==> src/rtl/bus_xfer_ctrl.sv <==
// Register-to-register bus transfer controller: sequences driver and capture
// enables through a settle / latch / turnaround cycle and counts completed transfers.
module bus_xfer_ctrl #(
  parameter int CNT_W = 8,
  parameter int NREG  = 4
) (
  input  logic             clk,
  input  logic             rst,
  input  logic             cmd_valid,
  output logic             cmd_ready,
  input  logic             cmd_op,
  input  logic [1:0]       cmd_src,
  input  logic [1:0]       cmd_dst,
  output logic [NREG-1:0]  reg_oe,
  output logic [NREG-1:0]  reg_ie,
  output logic             ext_oe,
  output logic             busy,
  output logic             done,
  output logic             err,
  output logic [CNT_W-1:0] xfer_cnt
);

  typedef enum logic [2:0] {
    IDLE    = 3'd0,
    DRIVE   = 3'd1,
    LATCH   = 3'd2,
    RELEASE = 3'd3,
    REJECT  = 3'd4
  } state_t;

  state_t          state_r;
  state_t          state_nxt_s;
  logic            op_r;
  logic [1:0]      src_r;
  logic [1:0]      dst_r;
  logic            accept_s;
  logic            ready_s;
  logic [NREG-1:0] oe_s;
  logic [NREG-1:0] ie_s;
  logic            ext_s;
  logic            done_s;
  logic            err_s;

  function automatic logic [NREG-1:0] one_hot(input logic [1:0] idx);
    logic [NREG-1:0] vec;
    vec      = '0;
    vec[idx] = 1'b1;
    return vec;
  endfunction

  assign accept_s = (state_r == IDLE) && cmd_valid;

  // State register
  always_ff @(posedge clk) begin
    if (rst) begin
      state_r <= IDLE;
    end else begin
      state_r <= state_nxt_s;
    end
  end

  // Command capture: the transfer in flight only ever sees these copies
  always_ff @(posedge clk) begin
    if (rst) begin
      op_r  <= 1'b0;
      src_r <= 2'd0;
      dst_r <= 2'd0;
    end else if (accept_s) begin
      op_r  <= cmd_op;
      src_r <= cmd_src;
      dst_r <= cmd_dst;
    end else begin
      op_r  <= op_r;
      src_r <= src_r;
      dst_r <= dst_r;
    end
  end

  // Completed-transfer counter, advanced on the turnaround cycle; wraps silently
  always_ff @(posedge clk) begin
    if (rst) begin
      xfer_cnt <= {CNT_W{1'b0}};
    end else if (state_r == RELEASE) begin
      xfer_cnt <= xfer_cnt + {{(CNT_W-1){1'b0}}, 1'b1};
    end else begin
      xfer_cnt <= xfer_cnt;
    end
  end

  // Next-state logic and enables decoded from the state register and captured fields
  always_comb begin
    state_nxt_s = state_r;
    ready_s     = 1'b0;
    oe_s        = '0;
    ie_s        = '0;
    ext_s       = 1'b0;
    done_s      = 1'b0;
    err_s       = 1'b0;
    case (state_r)
      IDLE: begin
        ready_s = 1'b1;
        if (cmd_valid) begin
          if (!cmd_op && (cmd_src == cmd_dst)) begin
            state_nxt_s = REJECT;
          end else begin
            state_nxt_s = DRIVE;
          end
        end else begin
          state_nxt_s = IDLE;
        end
      end
      DRIVE: begin
        if (op_r) begin
          ext_s = 1'b1;
        end else begin
          oe_s = one_hot(src_r);
        end
        state_nxt_s = LATCH;
      end
      LATCH: begin
        // Driver unchanged from DRIVE so the capture never sees a switching bus
        if (op_r) begin
          ext_s = 1'b1;
        end else begin
          oe_s = one_hot(src_r);
        end
        ie_s        = one_hot(dst_r);
        state_nxt_s = RELEASE;
      end
      RELEASE: begin
        done_s      = 1'b1;
        state_nxt_s = IDLE;
      end
      REJECT: begin
        err_s       = 1'b1;
        state_nxt_s = IDLE;
      end
      default: begin
        state_nxt_s = IDLE;
      end
    endcase
  end

  // Output gating: reset silences every output in the cycle it is asserted
  always_comb begin
    if (rst) begin
      cmd_ready = 1'b0;
      reg_oe    = '0;
      reg_ie    = '0;
      ext_oe    = 1'b0;
      busy      = 1'b0;
      done      = 1'b0;
      err       = 1'b0;
    end else begin
      cmd_ready = ready_s;
      reg_oe    = oe_s;
      reg_ie    = ie_s;
      ext_oe    = ext_s;
      busy      = (state_r != IDLE);
      done      = done_s;
      err       = err_s;
    end
  end

endmodule

==> config.mk <==
export PLATFORM = sky130hd
export DESIGN_NAME = bus_xfer_ctrl
export DESIGN_NICKNAME = d
export VERILOG_FILES = /design/src/rtl/bus_xfer_ctrl.sv
export SDC_FILE = /design/constraint.sdc
export NUM_CORES = 1
export LEC_CHECK = 0
export ABC_CLOCK_PERIOD_IN_PS = 1700
export CORE_MARGIN = 2
export CORE_UTILIZATION = 43
export CTS_CLUSTER_SIZE = 24
export DETAILED_ROUTE_END_ITERATION = 6
export GPL_TIMING_DRIVEN = 1
export PLACE_DENSITY = 0.87
export SYNTH_ARGS = -nofsm -noshare
export SYNTH_HDL_FRONTEND = slang
export SYNTH_SLANG_ARGS = --single-unit
==> constraint.sdc <==
create_clock -name clk -period 1.7 [get_ports clk]
set_input_delay 0.255 -clock clk [delete_from_list [all_inputs] [get_ports clk]]
set_output_delay 0.255 -clock clk [all_outputs]
set_load 0.02 [all_outputs]
* Word level (Yosys, flattened, before mapping) *
Index checks and enable logic that the tools add are counted.

operators by class
  add/subtract/negate cells = 1
  magnitude comparators = 4
  eq/ne operators = 5
  muxes and demuxes = 22
  reduce and logical (&&, ||, !) cells = 8

operators with widths
  operator                                                            count
  two-way mux 4 bit                                                   5
  two-way mux 1 bit                                                   12
  one-hot mux 3 bit (3 select lines)                                  1
  adder 8 x 1 -> 8 bit (second input constant)                        1
  equality test 3 x 2 -> 1 bit (second input constant)                2
  less-than comparator 2 x 3 -> 1 bit (second input constant)         2
  two-way mux 3 bit                                                   2
  demux 1 bit (select 2 bit)                                          2
  greater-or-equal comparator 2 x 1 -> 1 bit (second input constant)  2
  logical AND 1 bit                                                   4
  equality test 3 x 1 -> 1 bit (second input constant)                1
  equality test 3 bit (second input constant)                         1
  zero test 3 bit                                                     1
  nonzero test 3 bit                                                  1
  equality test 2 bit                                                 1
  OR reduction 2 bit                                                  1
  zero test 1 bit                                                     1

word-level totals
  flip-flop bits (word level) = 16
  bits of input ports = 8
  output and inout port bits = 21
  logic and storage cells = 45

* Logic depth before layout (Yosys ltp) *
  depth in word-level cells = 7
  gate-level depth with buffers = 5
  depth with buffers taken out = 4

* Worst setup path after synthesis *
Ideal clock, no wire load.

  path type = flip-flop to output port
  start = register state_r[0]
  end = output reg_oe[2]
  data arrival time = 1.567 ns
  required time = 1.445 ns
  setup slack = -0.122 ns
  cell stages (with the launch flop) = 5
  buffers on the path = 1
  cells stage by stage = dfxtp_1 -> buf_4 -> xnor2_1 -> or4_1 -> nor3b_1

between the ends
  cells in the longest elaborated chain, start to end = 4
  elaborated cells on any way between the ends = 5

RTL lines
  item                                                                                 line  text
  start: declaration                                                                   31    state_t state_r;
  start signal: assignment                                                             58    state_r <= state_nxt_s;
  equality test 3 x 2 -> 1 bit / equality test 3 x 1 -> 1 bit (equally long branches)  99    case (state_r)
  OR reduction 2 bit (no source line) (*)                                              --
  two-way mux 4 bit (*)                                                                --
  two-way mux 4 bit (*)                                                                146   if (rst) begin
  end: declaration                                                                     14    output logic [NREG-1:0] reg_oe,

Mark *: on every way between the ends. The rest lies on a longest branch, timed or not.

* Worst setup path after layout *
  start = register state_r[1]
  end = output reg_oe[2]

Same word-level chain as after synthesis.

==> results.toml <==
[run_status]
status = "finished with violations"
violations = "setup timing"

[critical_path]
path_buf_inv = 1
r2r_start = "state_r[1]"
setup.worst_path.end_class = "output pin"
r2r_cells = 4
path_max_fanout = 3
rrSetupSlack_ns = 0.20
start_kind = "flop"
crit_slowest_cell = "or4_4"
path_cells = "xnor2_2 -> or4_4 -> nor3b_2 -> buf_4"
worstPathArrival_ns = 1.61
reg2reg_to = "xfer_cnt[5]"
path_class = "flop to output pin"
crit_path_max_incr_delay_ns = 0.46
cp_data_required_time_ns = 1.44
critical_path_depth = 4
cp_top_family = "simple AND/OR/NAND/NOR gates"

[detailed_routing]
wl_per_cell_um = 15.4
viasPerCell = 5.38
num_vias = 823
ant_nets = 0
drt_drc_violations_left = 0
drt-total-wl_mm = 2.35
dr.pass1.iters = 4
drt-initial-drc-count = 23

[final_layout]
layout_commonest_cell = "buf_4"
drive_gt1_frac = 0.352
fin_area_um2 = 1250
diodes = 0
syn_to_final_growth_pct = 51.9
fin_nets = 139
layout.cells.most_common_list = "15 x buf_4, 14 x clkdlybuf4s50_1, 13 x dfxtp_1, 11 x nor2_1, 6 x mux2i_1"

[clocking]
htree_levels = 1
clk_latency_ns = 0.30
root_buffer = "clkbuf_4"
cts_tree = "yes"
cts.sinks = 16
cts_buffers = 3
holdBufCountCts = 0
clk_path_buf_depth = 2
clkTransAtPathRegs_ns = 0.09

[yosys]
synth_cells = 91
seq_area_frac_synth = 0.390
synth_fp_nets = 100
syn_area_um2 = 822
ys_ff_latch = 16
ys_warn_count = 0
synth_area_per_cell_um2 = 9.03
ys_types = 27

[hold_path]
hold_path_class = "input port to flop"
hold_path_end = "state_r[1]"
min_from = "rst"
hold_depth = 3

[global_routing]
grt_pass1_wl_mm = 3.19
grt-ovfl-total = 0
antenna_found_initial = 0
grt_pass1_vias = 723
grt_usage = 0.201
grt_max_degree = 14

[pwr]
vdd_drop_max_mv = 0.692
p_leak_uw = 0.000517
powerDensity_nw_per_um2 = 686

[timing]
slew_headroom = 0.814
fin_ws_ns = -0.169
slew_violations = 0
fmax_mhz = 535
holdWs_ns = 0.325
period_share = 1.10
setup_violations = 4
finalHoldViolations = 0
fin_setup_tns_ns = -0.461
fin_skew_ns = 0.00381
rsz0062_at_grt = "yes"
fin_crit_ns = 1.87
tightest_slew_ns = 0.277

[floorplanning]
die_y_um = 47.7
fp.dieW_um = 47.7
io-pin-count = 29
initial_core_util = 0.466
rows = 15
dieArea_um2 = 2280
core-area_um2 = 1760

[placed_design]
hpwl_mm = 1.54
dpl-instance-area_um2 = 1140
place_congestion = 0.722
port-buffer-count = 28

[flow_run]
drv_cap = 0
## state kept, by name (all words and copies together) (netlist names)
| signal | count |
|---|---|
| op_r | 1 |
| xfer_cnt | 8 |
| state_r | 3 |
| src_r | 2 |
| dst_r | 2 |
## final cells by class
class | instances | area, um^2
Multi-Input combinational cell | 68 | 529
Fill cell | 143 | 515
Timing Repair Buffer | 40 | 338
Sequential cell | 16 | 324
Tap cell | 25 | 31.3
Clock buffer | 3 | 22.5
Inverter | 1 | 3.75
## cell usage after synthesis
cell | instances | share of area
nor3b_1 | 2 | 0.018
nand2_1 | 5 | 0.023
nor4b_1 | 1 | 0.011
nand3b_4 | 1 | 0.024
and2_1 | 1 | 0.0076
a21oi_1 | 5 | 0.030
nand4_1 | 1 | 0.0076
dfxtp_1 | 16 | 0.39
nand4b_1 | 1 | 0.011
buf_4 | 2 | 0.018
clkbuf_1 | 2 | 0.0091
xor2_1 | 4 | 0.043
o21ai_0 | 3 | 0.018
buf_6 | 2 | 0.027
xnor2_1 | 1 | 0.011
nand3_1 | 3 | 0.018
mux2i_1 | 6 | 0.073
nor2_1 | 12 | 0.055
nor4b_4 | 1 | 0.029
o31ai_1 | 3 | 0.027
inv_1 | 1 | 0.0046
nor3_1 | 7 | 0.043
or4_1 | 4 | 0.037
or3_1 | 2 | 0.015
ha_1 | 1 | 0.015
and4b_1 | 1 | 0.012
nor4_1 | 3 | 0.023
## stage by stage
step / cells / setup slack [ns] / power (uW) / util
2_1_floorplan: 91 / -0.122 / 536 / -
3_3_place_gp: 145 / -0.577 / 607 / 0.647
3_5_place_dp: 145 / -0.674 / 614 / 0.647
4_1_cts: 148 / -0.155 / 821 / 0.670
5_1_grt: 153 / -0.195 / 889 / 0.708
6_report: 153 / -0.169 / 857 / 0.708
## worst max-delay path by stage
stage | endpoint | slack, ns | from
after floorplan | reg_oe[2] | -0.12 | state_r[0]
after global placement | reg_oe[2] | -0.58 | rst
after CTS | reg_oe[2] | -0.15 | state_r[1]
final | reg_oe[2] | -0.17 | state_r[1]
after detailed placement | reg_oe[2] | -0.67 | rst
after global routing | reg_oe[0] | -0.19 | state_r[1]
## kinds of logic (layout without fill, tap and decap cells)
family | after synthesis | after routing | share of synthesized area
DFF | 16 | 16 | 0.390
AOI/OAI and AO/OA | 11 | 11 | 0.0761
and+or+nand+nor | 45 | 45 | 0.333
adders and majority gates | 1 | 1 | 0.0152
xor gates and xnor gates | 5 | 5 | 0.0533
muxes | 6 | 6 | 0.0731
buffers and inverters | 7 | 44 | 0.0594
## worst register-to-register path, delay by kind of cell (launching register included)
| kind | cells | cell delay [ns] |
|---|---|---|
| simple gates | 2 | 0.70 |
| buf+inv | 1 | 0.21 |
| flops | 1 | 0.36 |
| compound gates | 1 | 0.16 |
## repair_timing
action                                  CTS  global route
pin swaps                                 2             3
resized for setup                        62            20
endpoints found under the setup margin   13            12
setup buffers                             0             5
## power by group
part           switching, uW  internal [uW]  total, uW
sequential              20.8            394        415
combinational            124            112        236
clock                    123           82.7        206
total                    268            589        857
## per-layer routing
metal | vias to the layer above | global-route usage | part of all wire
met5 | - | 0 | 0
met4 | 0 | 0.119 | 0.020
met3 | 5 | 0.0377 | 0.036
met2 | 11 | 0.293 | 0.49
met1 | 402 | 0.275 | 0.46
li1 | 405 | - | -
No activity file was read; power rests on OpenSTA's default activity.
